[src/rtl/alu_arbiter.sv]
// Two-requester round-robin front end for a shared multi-cycle ALU.
// One operation in flight: accept, issue, wait for result or timeout, hold response.
module alu_arbiter #(
   parameter int BUS_WIDTH    = 32,
   parameter int OPCODE_WIDTH = 4,
   parameter int TIMEOUT      = 16
) (
   input  logic                      clk,
   input  logic                      rst,
   input  logic [1:0]                req_valid,
   output logic [1:0]                req_ready,
   input  logic [2*OPCODE_WIDTH-1:0] req_opcode,
   input  logic [2*BUS_WIDTH-1:0]    req_rs_data,
   input  logic [2*BUS_WIDTH-1:0]    req_imme_rs,
   output logic [1:0]                rsp_valid,
   input  logic [1:0]                rsp_ready,
   output logic [BUS_WIDTH-1:0]      rsp_data,
   output logic                      rsp_err,
   output logic                      alu_start,
   output logic [OPCODE_WIDTH-1:0]   alu_opcode,
   output logic [BUS_WIDTH-1:0]      alu_rs_data,
   output logic [BUS_WIDTH-1:0]      alu_imme_rs,
   input  logic [BUS_WIDTH-1:0]      alu_data_out,
   input  logic                      alu_data_valid
);

   typedef enum logic [1:0] {IDLE, ISSUE, WAIT, RESP} state_t;

   state_t                  state;
   state_t                  state_next;
   logic                    owner;
   logic                    last_served;
   logic                    grant_idx;
   logic                    grant_any;
   logic                    accept;
   logic                    done_valid;
   logic                    done_timeout;
   logic [7:0]              timer;
   logic [OPCODE_WIDTH-1:0] op_reg;
   logic [BUS_WIDTH-1:0]    rs_reg;
   logic [BUS_WIDTH-1:0]    imm_reg;
   logic [BUS_WIDTH-1:0]    data_reg;
   logic                    err_reg;

   // Round-robin: on a tie the requester not served last wins.
   always_comb begin
      grant_any = |req_valid;
      grant_idx = 1'b0;
      if (req_valid == 2'b11) begin
         grant_idx = ~last_served;
      end else if (req_valid[1]) begin
         grant_idx = 1'b1;
      end
   end

   always_ff @(posedge clk or posedge rst) begin
      if (rst) begin
         state <= IDLE;
      end else begin
         state <= state_next;
      end
   end

   always_comb begin
      state_next   = state;
      req_ready    = 2'b00;
      rsp_valid    = 2'b00;
      alu_start    = 1'b0;
      accept       = 1'b0;
      done_valid   = 1'b0;
      done_timeout = 1'b0;
      case (state)
         IDLE: begin
            // Gated by rst so req_ready reads 0 while reset is held.
            if (grant_any && !rst) begin
               req_ready[grant_idx] = 1'b1;
               accept               = 1'b1;
               state_next           = ISSUE;
            end
         end
         ISSUE: begin
            alu_start  = 1'b1;
            state_next = WAIT;
         end
         WAIT: begin
            if (alu_data_valid) begin
               done_valid = 1'b1;
               state_next = RESP;
            end else if (timer == 8'(TIMEOUT - 1)) begin
               done_timeout = 1'b1;
               state_next   = RESP;
            end
         end
         RESP: begin
            rsp_valid[owner] = 1'b1;
            if (rsp_ready[owner]) begin
               state_next = IDLE;
            end
         end
         default: state_next = IDLE;
      endcase
   end

   // Timer counts WAIT cycles already elapsed, so the TIMEOUT-th WAIT cycle is the last.
   always_ff @(posedge clk or posedge rst) begin
      if (rst) begin
         owner       <= 1'b0;
         last_served <= 1'b1;
         timer       <= 8'd0;
         op_reg      <= '0;
         rs_reg      <= '0;
         imm_reg     <= '0;
         data_reg    <= '0;
         err_reg     <= 1'b0;
      end else begin
         if (accept) begin
            owner       <= grant_idx;
            last_served <= grant_idx;
            op_reg      <= grant_idx ? req_opcode[2*OPCODE_WIDTH-1:OPCODE_WIDTH]
                                     : req_opcode[OPCODE_WIDTH-1:0];
            rs_reg      <= grant_idx ? req_rs_data[2*BUS_WIDTH-1:BUS_WIDTH]
                                     : req_rs_data[BUS_WIDTH-1:0];
            imm_reg     <= grant_idx ? req_imme_rs[2*BUS_WIDTH-1:BUS_WIDTH]
                                     : req_imme_rs[BUS_WIDTH-1:0];
         end
         if (state == ISSUE) begin
            timer <= 8'd0;
         end else if (state == WAIT) begin
            timer <= timer + 8'd1;
         end
         if (done_valid) begin
            data_reg <= alu_data_out;
            err_reg  <= 1'b0;
         end else if (done_timeout) begin
            data_reg <= '0;
            err_reg  <= 1'b1;
         end
      end
   end

   assign alu_opcode  = op_reg;
   assign alu_rs_data = rs_reg;
   assign alu_imme_rs = imm_reg;
   assign rsp_data    = data_reg;
   assign rsp_err     = err_reg;

endmodule

[config.mk]
export PLATFORM = sky130hd
export DESIGN_NAME = alu_arbiter
export DESIGN_NICKNAME = d
export VERILOG_FILES = /design/src/rtl/alu_arbiter.sv
export SDC_FILE = /design/constraint.sdc
export NUM_CORES = 1
export LEC_CHECK = 0
export CORE_AREA = 2 2 111 113
export DETAILED_ROUTE_END_ITERATION = 12
export DIE_AREA = 0 0 113 115
export DONT_BUFFER_PORTS = 1
export PLACE_DENSITY = 0.56
export SYNTH_ARGS = -nofsm -noshare
export SYNTH_HDL_FRONTEND = slang
export SYNTH_SLANG_ARGS = --single-unit
[constraint.sdc]
create_clock -name clk -period 5.54 [get_ports clk]
set_input_delay 0.831 -clock clk [delete_from_list [all_inputs] [get_ports clk]]
set_output_delay 0.831 -clock clk [all_outputs]
set_load 0.02 [all_outputs]
==> results of run 1 <==
-- cells by family after synthesis --
family	synth area share (%)
xor gates and xnor gates	0.3515
DFF	56.75
AOI/OAI and AO/OA	15.71
buffers and inverters	3.790
and+or+nand+nor	7.605
muxes	14.28
adders and majority gates	1.506
-- cell usage after synthesis, types with 3 or more instances --
library cell and number:
a22o_1 32, o21ai_0 72, nand3_1 3, buf_2 13
ha_1 6, clkbuf_1 11, a21oi_1 4, buf_6 5
inv_1 5, dfrtp_1 112, mux2i_1 70, nor2_1 8
nand2_1 72
-- per-layer routing --
metal / share of wire, % / up-vias / global-route usage (%)
met5: 0 / - / 0
met3: 10 / 15 / 8.224
met4: 2.1 / 0 / 7.805
li1: - / 1548 / -
met1: 39 / 1519 / 19.68
met2: 49 / 166 / 28.78
-- layout make-up --
| type | count | area (um2) |
|---|---|---|
| repair buffers | 4 | 30.03 |
| clock buffers | 21 | 470.5 |
| well taps | 147 | 183.9 |
| fillers | 1095 | 6165 |
| flip-flops and latches | 113 | 2829 |
| clock inverters | 10 | 133.9 |
| inverters | 5 | 21.27 |
| multi-input cells | 293 | 1978 |
-- state kept, by name, summed over array words and instances, names as in the netlist --
name and flops:
state 2, alu_opcode 4, last_served 1, alu_rs_data 32, alu_imme_rs 32, rsp_data 32, timer 8, owner 1
rsp_err 1
-- power by group through the flow --
stage                     clock, mW  sequential [mW]  combinational, mW
after global routing           1.16             1.94              0.863
final                          1.10             1.90              0.746
after global placement            0             1.91              0.730
after floorplan                   0             1.80              0.660
after detailed placement          0             1.91              0.763
after CTS                      1.12             1.90              0.763
-- path summary, 6_finish.rpt --
check / endpoint / slack [ns] / depth (start not counted)
min in group clk: timer[3] / 0.51 / 1
setup reg to reg: alu_rs_data[27] / 3.17 / 4
hold reg to reg: timer[3] / 0.51 / 1
setup / recovery: req_ready[0] / 2.53 / 3
max in group asynchronous: timer[6] / 3.92 / 2
hold / removal: alu_rs_data[2] / 0.37 / 1
-- worst reg2reg max path: stages (launching register included) --
cell and delay, ns:
dfstp_2 0.38, a21boi_4 0.53, buf_4 0.80, mux2i_1 0.39, o21ai_0 0.11
==> run_results.csv, run 1 <==
group,metric,value,unit
status,status,"finished with violations",
status,violations,"DRC",
flow_run,cap_violations,0,
grt,antenna_found_initial,0,
critical_path,critPathKind,"in2out",
clock_network,cts.sinks,113,
critical_path,cp_top_family,"simple AND/OR/NAND/NOR gates",
logic_synthesis,ys_async_sr_fraction,100.0,%
clock_network,cts_root_buf,"clkbuf_16",
worst_hold_path,worst_hold_path_type,"in2async",
floorplanning,start_util,42.20,%
finish,final_common_cell,"dfrtp_1",
timing,skew,0.006501,ns
logic_synthesis,synth_top_area_cell,"dfrtp_1",
clock_network,cts_tree,"done",
power,switching_share,39.72,%
power,p_per_area,663.2,nW/um2
logic_synthesis,syn_inst,442,
floorplanning,placementRows,40,
critical_path,crit_fanout,54,
power,internal_power,2.257,mW
route,routedWlPerCell,19.63,um
clock_network,clk_pin_slew,0.05,ns
floorplanning,pin_count,281,
power,p_clk_share,29.4,%
finish,final_util,47.81,%
critical_path,startpoint_type,"primary input",
place,dp_cells,562,
grt,grt_start_max_net_pins,113,
critical_path,critPathRequiredTime,4.71,ns
logic_synthesis,synthesis.nets,623,
place,place_ws,2.435,ns
place,routabilityCongestion,0.7495,
finish,syn2layout_area_growth,13.28,%
grt,grtUsageTotal,17.55,%
logic_synthesis,netlist.area_leader.share,56.22,%
timing,worst_pin_slew,1.197,ns
critical_path,crit_arrival,2.18,ns
power,vdd_drop_max,0.0002575,V
clock_network,ctsHoldBuffers,0,
floorplanning,fp.dieW,113,um
place,place_area,5042,um2
logic_synthesis,yosys-top-cells-area,"dfrtp_1 56%, mux2i_1 14%, o21ai_0 7.2%",
critical_path,critPathCaptureType,"primary output",
floorplanning,dieArea,13000,um2
power,sequentialPowerShare,50.7,%
clock_network,cts_post_setup_buffers_inserted,0,
finish,drive_gt1_share,9.865,%
clock_network,cts_max_path_buffers,2,
finish,num_antenna_cells,0,
route,remaining_drc_errors,19,
timing,setup_viol,0,
route,drt-pass1-iter-count,8,
critical_path,cpPeakStageDelay,0.58,ns
floorplanning,die_h,115,um
timing,slew_violations,0,
finish,instances_no_fill,593,
timing,period_share,54.26,%
timing,whs,0.3749,ns
power,switchingPower,1.488,mW
logic_synthesis,seq_area_frac_synth,56.75,%
timing,hold_viol,0,
critical_path,worst-path-buf-inv,1,
finish,final_cell_mix,"112 x dfrtp_1, 72 x nand2_1, 72 x o21ai_0",
finish,post-route-cell-area,5647,um2
route,wirelength,11.64,mm
logic_synthesis,syn-cell-area,4985,um2
grt,grt_pass1_wl,17.21,mm
place,port_buffers,0,
timing,slew_headroom,20.20,%
power,p_leak,2.696,nW
timing,setup_tns,0,ns
route,drtAntennaViolNets,0,
logic_synthesis,ys_ff_latch,113,
clock_network,cts_resized,0,
grt,grt_pass1_vias,3151,
logic_synthesis,ys.flop_type,"dfrtp_1",
logic_synthesis,synth_enable_flop_cells,0,
critical_path,slowest_stage,"nor2_1",
place,place_hpwl,8.298,mm
logic_synthesis,synth_warnings,0,
critical_path,crit_chain,"inv_4 -> o211ai_1 -> nor2_1",
clock_network,cts_buffers,17,
route,via_per_inst,5.477,
clock_network,worstSkewPairLatency,0.42,ns
timing,fin_ws,2.534,ns
timing,fmax,332.7,MHz
timing,min_period,3.006,ns
route,drtIter0Drc,162,
clock_network,htree_levels,4,
floorplanning,core_area,11810,um2
timing,rsz0062_at_grt,"false",
finish,fin_nets,615,
critical_path,crit_start,"rst",
logic_synthesis,synthDistinctLibCells,35,
grt,grt_overflow_total,0,
route,vias,3248,
logic_synthesis,synth.avg_cell_area,11.28,um2
power,p_total,3.745,mW
power,comb_power_share,19.9,%
critical_path,r2r-start,"last_served",
(Power assumes the default switching activity.)
==> inputs of run 2 (changes only) <==
- ABC_AREA: default -> 1
- CORE_AREA: 2 2 111 113 -> 2 2 110 112
- DIE_AREA: 0 0 113 115 -> 0 0 112 114
- clock period: 5.54 -> 3 ns (I/O delays scaled with it)
==> run_results.csv, run 2 <==
group,metric,value,unit
logic_synthesis,syn_inst,602,
floorplanning,core_area,11710,um2
clock_network,cts_max_path_buffers,2,
critical_path,critPathCaptureType,"primary output",
critical_path,critPathRequiredTime,2.55,ns
logic_synthesis,synth_common_cells,"291 x nand2_1, 112 x dfrtp_1, 105 x nand3_1, 20 x buf_2, 18 x inv_1",
clock_network,cts_post_setup_buffers_inserted,0,
timing,hold_viol,0,
timing,period_share,69.95,%
critical_path,crit_arrival,1.65,ns
floorplanning,die_h,114,um
clock_network,htree_levels,4,
clock_network,cts_buffers,17,
finish,fillers,1152,
power,p_per_area,1224,nW/um2
place,place_area,5061,um2
clock_network,cts_resized,0,
logic_synthesis,synthesis.nets,783,
place,port_buffers,0,
finish,instances_no_fill,757,
grt,grt_pass1_vias,3864,
clock_network,clk_pin_slew,0.05,ns
logic_synthesis,ys_async_sr_fraction,100.0,%
finish,syn2layout_area_growth,14.91,%
route,drt-pass1-iter-count,5,
logic_synthesis,ys.flop_type,"dfrtp_1",
critical_path,crit_fanout,12,
place,dp_cells,726,
logic_synthesis,synth_top_area_cell,"dfrtp_1",
timing,min_period,2.098,ns
grt,antenna_found_initial,1,
critical_path,critPathKind,"reg2out",
clock_network,cts.sinks,113,
logic_synthesis,ys_ff_latch,113,
clock_network,ctsHoldBuffers,0,
clock_network,cts_tree,"done",
power,p_total,6.937,mW
route,drtAntennaViolNets,0,
place,place_ws,1.086,ns
floorplanning,start_util,42.13,%
grt,grt_overflow_total,0,
finish,final_cell_mix,"291 x nand2_1, 112 x dfrtp_1, 105 x nand3_1",
timing,slew_violations,0,
finish,fin_nets,779,
clock_network,cts_root_buf,"clkbuf_16",
finish,post-route-cell-area,5669,um2
place,place_hpwl,9.294,mm
timing,rsz0062_at_grt,"false",
grt,grt_pass1_wl,19.97,mm
logic_synthesis,synth_enable_flop_cells,0,
logic_synthesis,synth_warnings,0,
timing,worst_pin_slew,0.9447,ns
power,p_leak,2.851,nW
logic_synthesis,syn-cell-area,4933,um2
logic_synthesis,netlist.area_leader.share,56.81,%
flow_run,cap_violations,0,
route,remaining_drc_errors,0,
timing,fmax,476.6,MHz
timing,skew,0.006222,ns
status,status,"finished, final reports clean",
critical_path,startpoint_type,"flip-flop",
clock_network,worstSkewPairLatency,0.41,ns
timing,slew_headroom,36.95,%
route,vias,3985,
floorplanning,dieArea,12770,um2
place,routabilityCongestion,0.7782,
logic_synthesis,seq_area_frac_synth,57.34,%
timing,whs,0.03283,ns
worst_hold_path,worst_hold_path_type,"in2async",
logic_synthesis,yosys-top-cells-area,"dfrtp_1 57%, nand2_1 22%, nand3_1 11%",
logic_synthesis,synthDistinctLibCells,20,
route,routedWlPerCell,17.18,um
timing,setup_tns,0,ns
grt,grt_start_max_net_pins,65,
floorplanning,fp.dieW,112,um
route,wirelength,13.01,mm
grt,grtUsageTotal,20.34,%
logic_synthesis,synth.avg_cell_area,8.195,um2
route,drtIter0Drc,279,
route,via_per_inst,5.264,
timing,setup_viol,0,
logic_synthesis,synth.most_common_cell,"nand2_1",
floorplanning,placementRows,40,
finish,final_util,48.41,%
finish,final_common_cell,"nand2_1",
floorplanning,pin_count,281,
timing,fin_ws,0.9016,ns
power,vdd_drop_max,0.0005254,V
finish,drive_gt1_share,7.061,%
-- run 2: cell count changes after synthesis, moves of 5 or more --
cell	previous run	this run
nand2_1	72	291
nand3_1	3	105
mux2i_1	70	0
o21ai_0	72	5
a22o_1	32	0
inv_1	5	18
buf_2	13	20
a21oi_1	4	9
buf_6	5	0
nor2_1	8	13
-- run 2: worst max-delay path, cell delays in order (launching register included) --
cell     delay, ns
dfrtp_1       0.41
inv_1         0.12
ha_1          0.22
nand2_4       0.14
nor2_4        0.36
-- run 2: final cells by class --
cell class	count	area, um2	area share (%)
inverters	19	75.07	1.324
well taps	147	183.9	3.244
multi-input cells	439	1888	33.30
repair buffers	8	85.08	1.501
clock inverters	5	100.1	1.766
diodes	1	2.502	0.04414
clock buffers	25	505.5	8.916
flip-flops and latches	113	2829	49.90
-- run 2: final timing paths --
| check | startpoint | to | slack [ns] | cells past startpoint |
|---|---|---|---|---|
| hold reg to reg | last_served | last_served | 0.48 | 2 |
| max in group asynchronous | rst | alu_rs_data[14] | 2.06 | 2 |
| min in group clk | alu_data_out[9] | rsp_data[9] | 0.16 | 2 |
| setup / recovery | state[0] | req_ready[1] | 0.90 | 4 |
| setup reg to reg | state[0] | alu_imme_rs[17] | 1.08 | 7 |
| hold / removal | rst | timer[4] | 0.03 | 1 |
-- run 2: cells by family after synthesis --
| family | count (synthesis) | synth area share [%] |
|---|---|---|
| buffers and inverters | 50 | 4.387 |
| and+or+nand+nor | 419 | 35.33 |
| DFF | 113 | 57.34 |
| adders and majority gates | 6 | 1.522 |
| AOI/OAI and AO/OA | 14 | 1.420 |
-- run 2: power breakdown --
part           leakage, nW  internal, mW  switching (mW)  total [mW]
sequential            1.42          2.21            1.30        3.51
combinational         1.13         0.537           0.841        1.38
clock                0.299          1.40           0.649        2.05
-- run 2: per-layer routing --
metal / share of wire (%) / global-route usage, % / vias up
met2: 48 / 33.29 / 191
met3: 9.7 / 8.395 / 32
met1: 39 / 23.28 / 1871
li1: - / - / 1891
met4: 2.9 / 9.837 / 0
met5: 0 / 0 / -
==> inputs of run 3 (changes only) <==
- ABC_AREA: 1 -> 0
- CORE_AREA: 2 2 110 112 -> 2 2 111 113
- DIE_AREA: 0 0 112 114 -> 0 0 113 115
- clock period: 3 -> 2.15 ns (I/O delays scaled with it)
==> run_results.csv, run 3 (synthesized netlist as in run 1, its figures left out) <==
group,metric,value,unit
worst_hold_path,hold_start,"alu_data_out[9]",
timing,period_share,94.63,%
finish,final_util,48.78,%
status,violations,"DRC",
critical_path,crit_arrival,1.71,ns
worst_hold_path,whs_endpoint,"rsp_data[9]",
critical_path,startpoint_type,"flip-flop",
route,drt-pass1-iter-count,9,
clock_network,htree_levels,4,
finish,fin_nets,627,
status,status,"finished with violations",
finish,syn2layout_area_growth,15.59,%
critical_path,reg2reg_depth,5,
finish,final_common_cell,"dfrtp_1",
critical_path,ff2ff_setup_slack,0.23,ns
flow_run,cap_violations,0,
timing,hold_viol,0,
power,p_per_area,1668,nW/um2
clock_network,cts_root_buf,"clkbuf_16",
route,routedWlPerCell,19.86,um
route,drtAntennaViolNets,0,
power,vdd_drop_max,0.0006866,V
clock_network,worstSkewPairLatency,0.41,ns
clock_network,cts.sinks,113,
place,place_hpwl,8.370,mm
grt,grt_pass1_vias,3309,
critical_path,r2r-start,"timer[0]",
timing,slew_violations,0,
critical_path,crit_fanout,39,
clock_network,cts_tree,"done",
timing,worst_pin_slew,0.8605,ns
clock_network,cts_max_path_buffers,2,
clock_network,cts_buffers,17,
timing,whs,0.05062,ns
route,remaining_drc_errors,20,
grt,grt_overflow_total,0,
floorplanning,pin_count,281,
floorplanning,die_h,115,um
route,vias,3308,
worst_hold_path,worst_hold_path_type,"in2reg",
finish,final_cell_mix,"112 x dfrtp_1, 72 x nand2_1, 72 x o21ai_0",
grt,grtUsageTotal,18.17,%
floorplanning,fp.dieW,113,um
route,via_per_inst,5.477,
timing,fmax,491.5,MHz
worst_hold_path,hold_depth,1,
timing,slew_headroom,42.41,%
timing,min_period,2.035,ns
power,p_leak,2.754,nW
place,port_buffers,0,
grt,grt_pass1_wl,17.86,mm
critical_path,critPathCaptureType,"primary output",
timing,skew,0.006302,ns
floorplanning,placementRows,40,
finish,drive_gt1_share,12.47,%
grt,antenna_found_initial,0,
critical_path,r2r_end,"rsp_data[26]",
timing,rsz0062_at_grt,"false",
timing,setup_viol,0,
route,drtIter0Drc,178,
place,routabilityCongestion,0.8146,
critical_path,critPathKind,"reg2out",
floorplanning,start_util,42.20,%
grt,grt_start_max_net_pins,58,
clock_network,clk_pin_slew,0.05,ns
critical_path,critPathRequiredTime,1.83,ns
route,wirelength,12.00,mm
floorplanning,dieArea,13000,um2
floorplanning,core_area,11810,um2
finish,num_antenna_cells,0,
-- run 3: cell count changes in the layout (fill, tap and decap cells not counted), sizes merged, moves of 5 or more --
cell	previous run	this run
a22o	0	34
mux2i	0	70
inv	18	4
a21oi	9	4
nand3	105	3
o21ai	5	73
nand2	292	72
nor2	16	9
buf	8	14
-- run 3: worst max path at each step --
stage                   from            to  slack [ns]  cells after the start
finish              state[0]  req_ready[0]        0.12                      5
global route        state[1]  req_ready[0]        0.03                      5
CTS                      rst  req_ready[0]        0.03                      5
detailed placement  timer[0]  rsp_data[30]        0.26                      5
global placement    timer[0]  rsp_data[30]        0.34                      5
floorplan                rst  req_ready[0]       -1.05                      5
-- run 3: cell type report --
class | instances | area [um2]
well taps | 147 | 183.9
inverters | 5 | 22.52
flip-flops and latches | 113 | 2829
repair buffers | 16 | 156.4
clock buffers | 26 | 529.3
fillers | 1107 | 6050
multi-input cells | 293 | 1993
clock inverters | 4 | 47.55
-- run 3: critical path, stage by stage (launching register included) --
cell       delay [ns]
dfrtp_1          0.42
inv_2            0.09
ha_1             0.18
o211ai_1         0.17
clkbuf_16        0.25
nor2_4           0.18
-- run 3: power breakdown --
part           switching, mW  total [mW]  internal, mW
Combinational           1.11        2.03         0.914
Sequential              1.82        4.89          3.07
Clock                  0.910        2.69          1.78
Total                   3.84        9.61          5.77
-- run 3: per-layer routing --
layer	GRT usage (%)	vias up	share of wire, %
met5	0	-	0
met4	8.374	0	1.7
met3	7.064	14	9.5
met2	29.50	167	50
met1	21.45	1557	39
li1	-	1570	-
-- run 3: repair_timing --
item                                    in CTS  in global routing
endpoints found under the hold margin        7                  0
buffers inserted                             2                  4
endpoints found under the setup margin       2                  2
gates resized for setup                      2                  4
gates cloned                                 1                  0
pin swaps                                    0                  2
hold buffers                                 1                  0
-- run 3: per-stage QoR --
| step | area, um2 | setup TNS, ns | instances | setup slack [ns] | power [mW] |
|---|---|---|---|---|---|
| 4_1_cts | 5734 | 0 | 600 | 0.03112 | 9.722 |
| 5_1_grt | 5762 | 0 | 604 | 0.02555 | 10.18 |
| 3_5_place_dp | 5106 | 0 | 566 | 0.2593 | 6.923 |
| 6_report | 5762 | 0 | 604 | 0.1155 | 9.610 |
| 3_3_place_gp | 5106 | 0 | 566 | 0.3432 | 6.819 |
| 2_1_floorplan | 5020 | -70.90 | 442 | -1.046 | 6.365 |
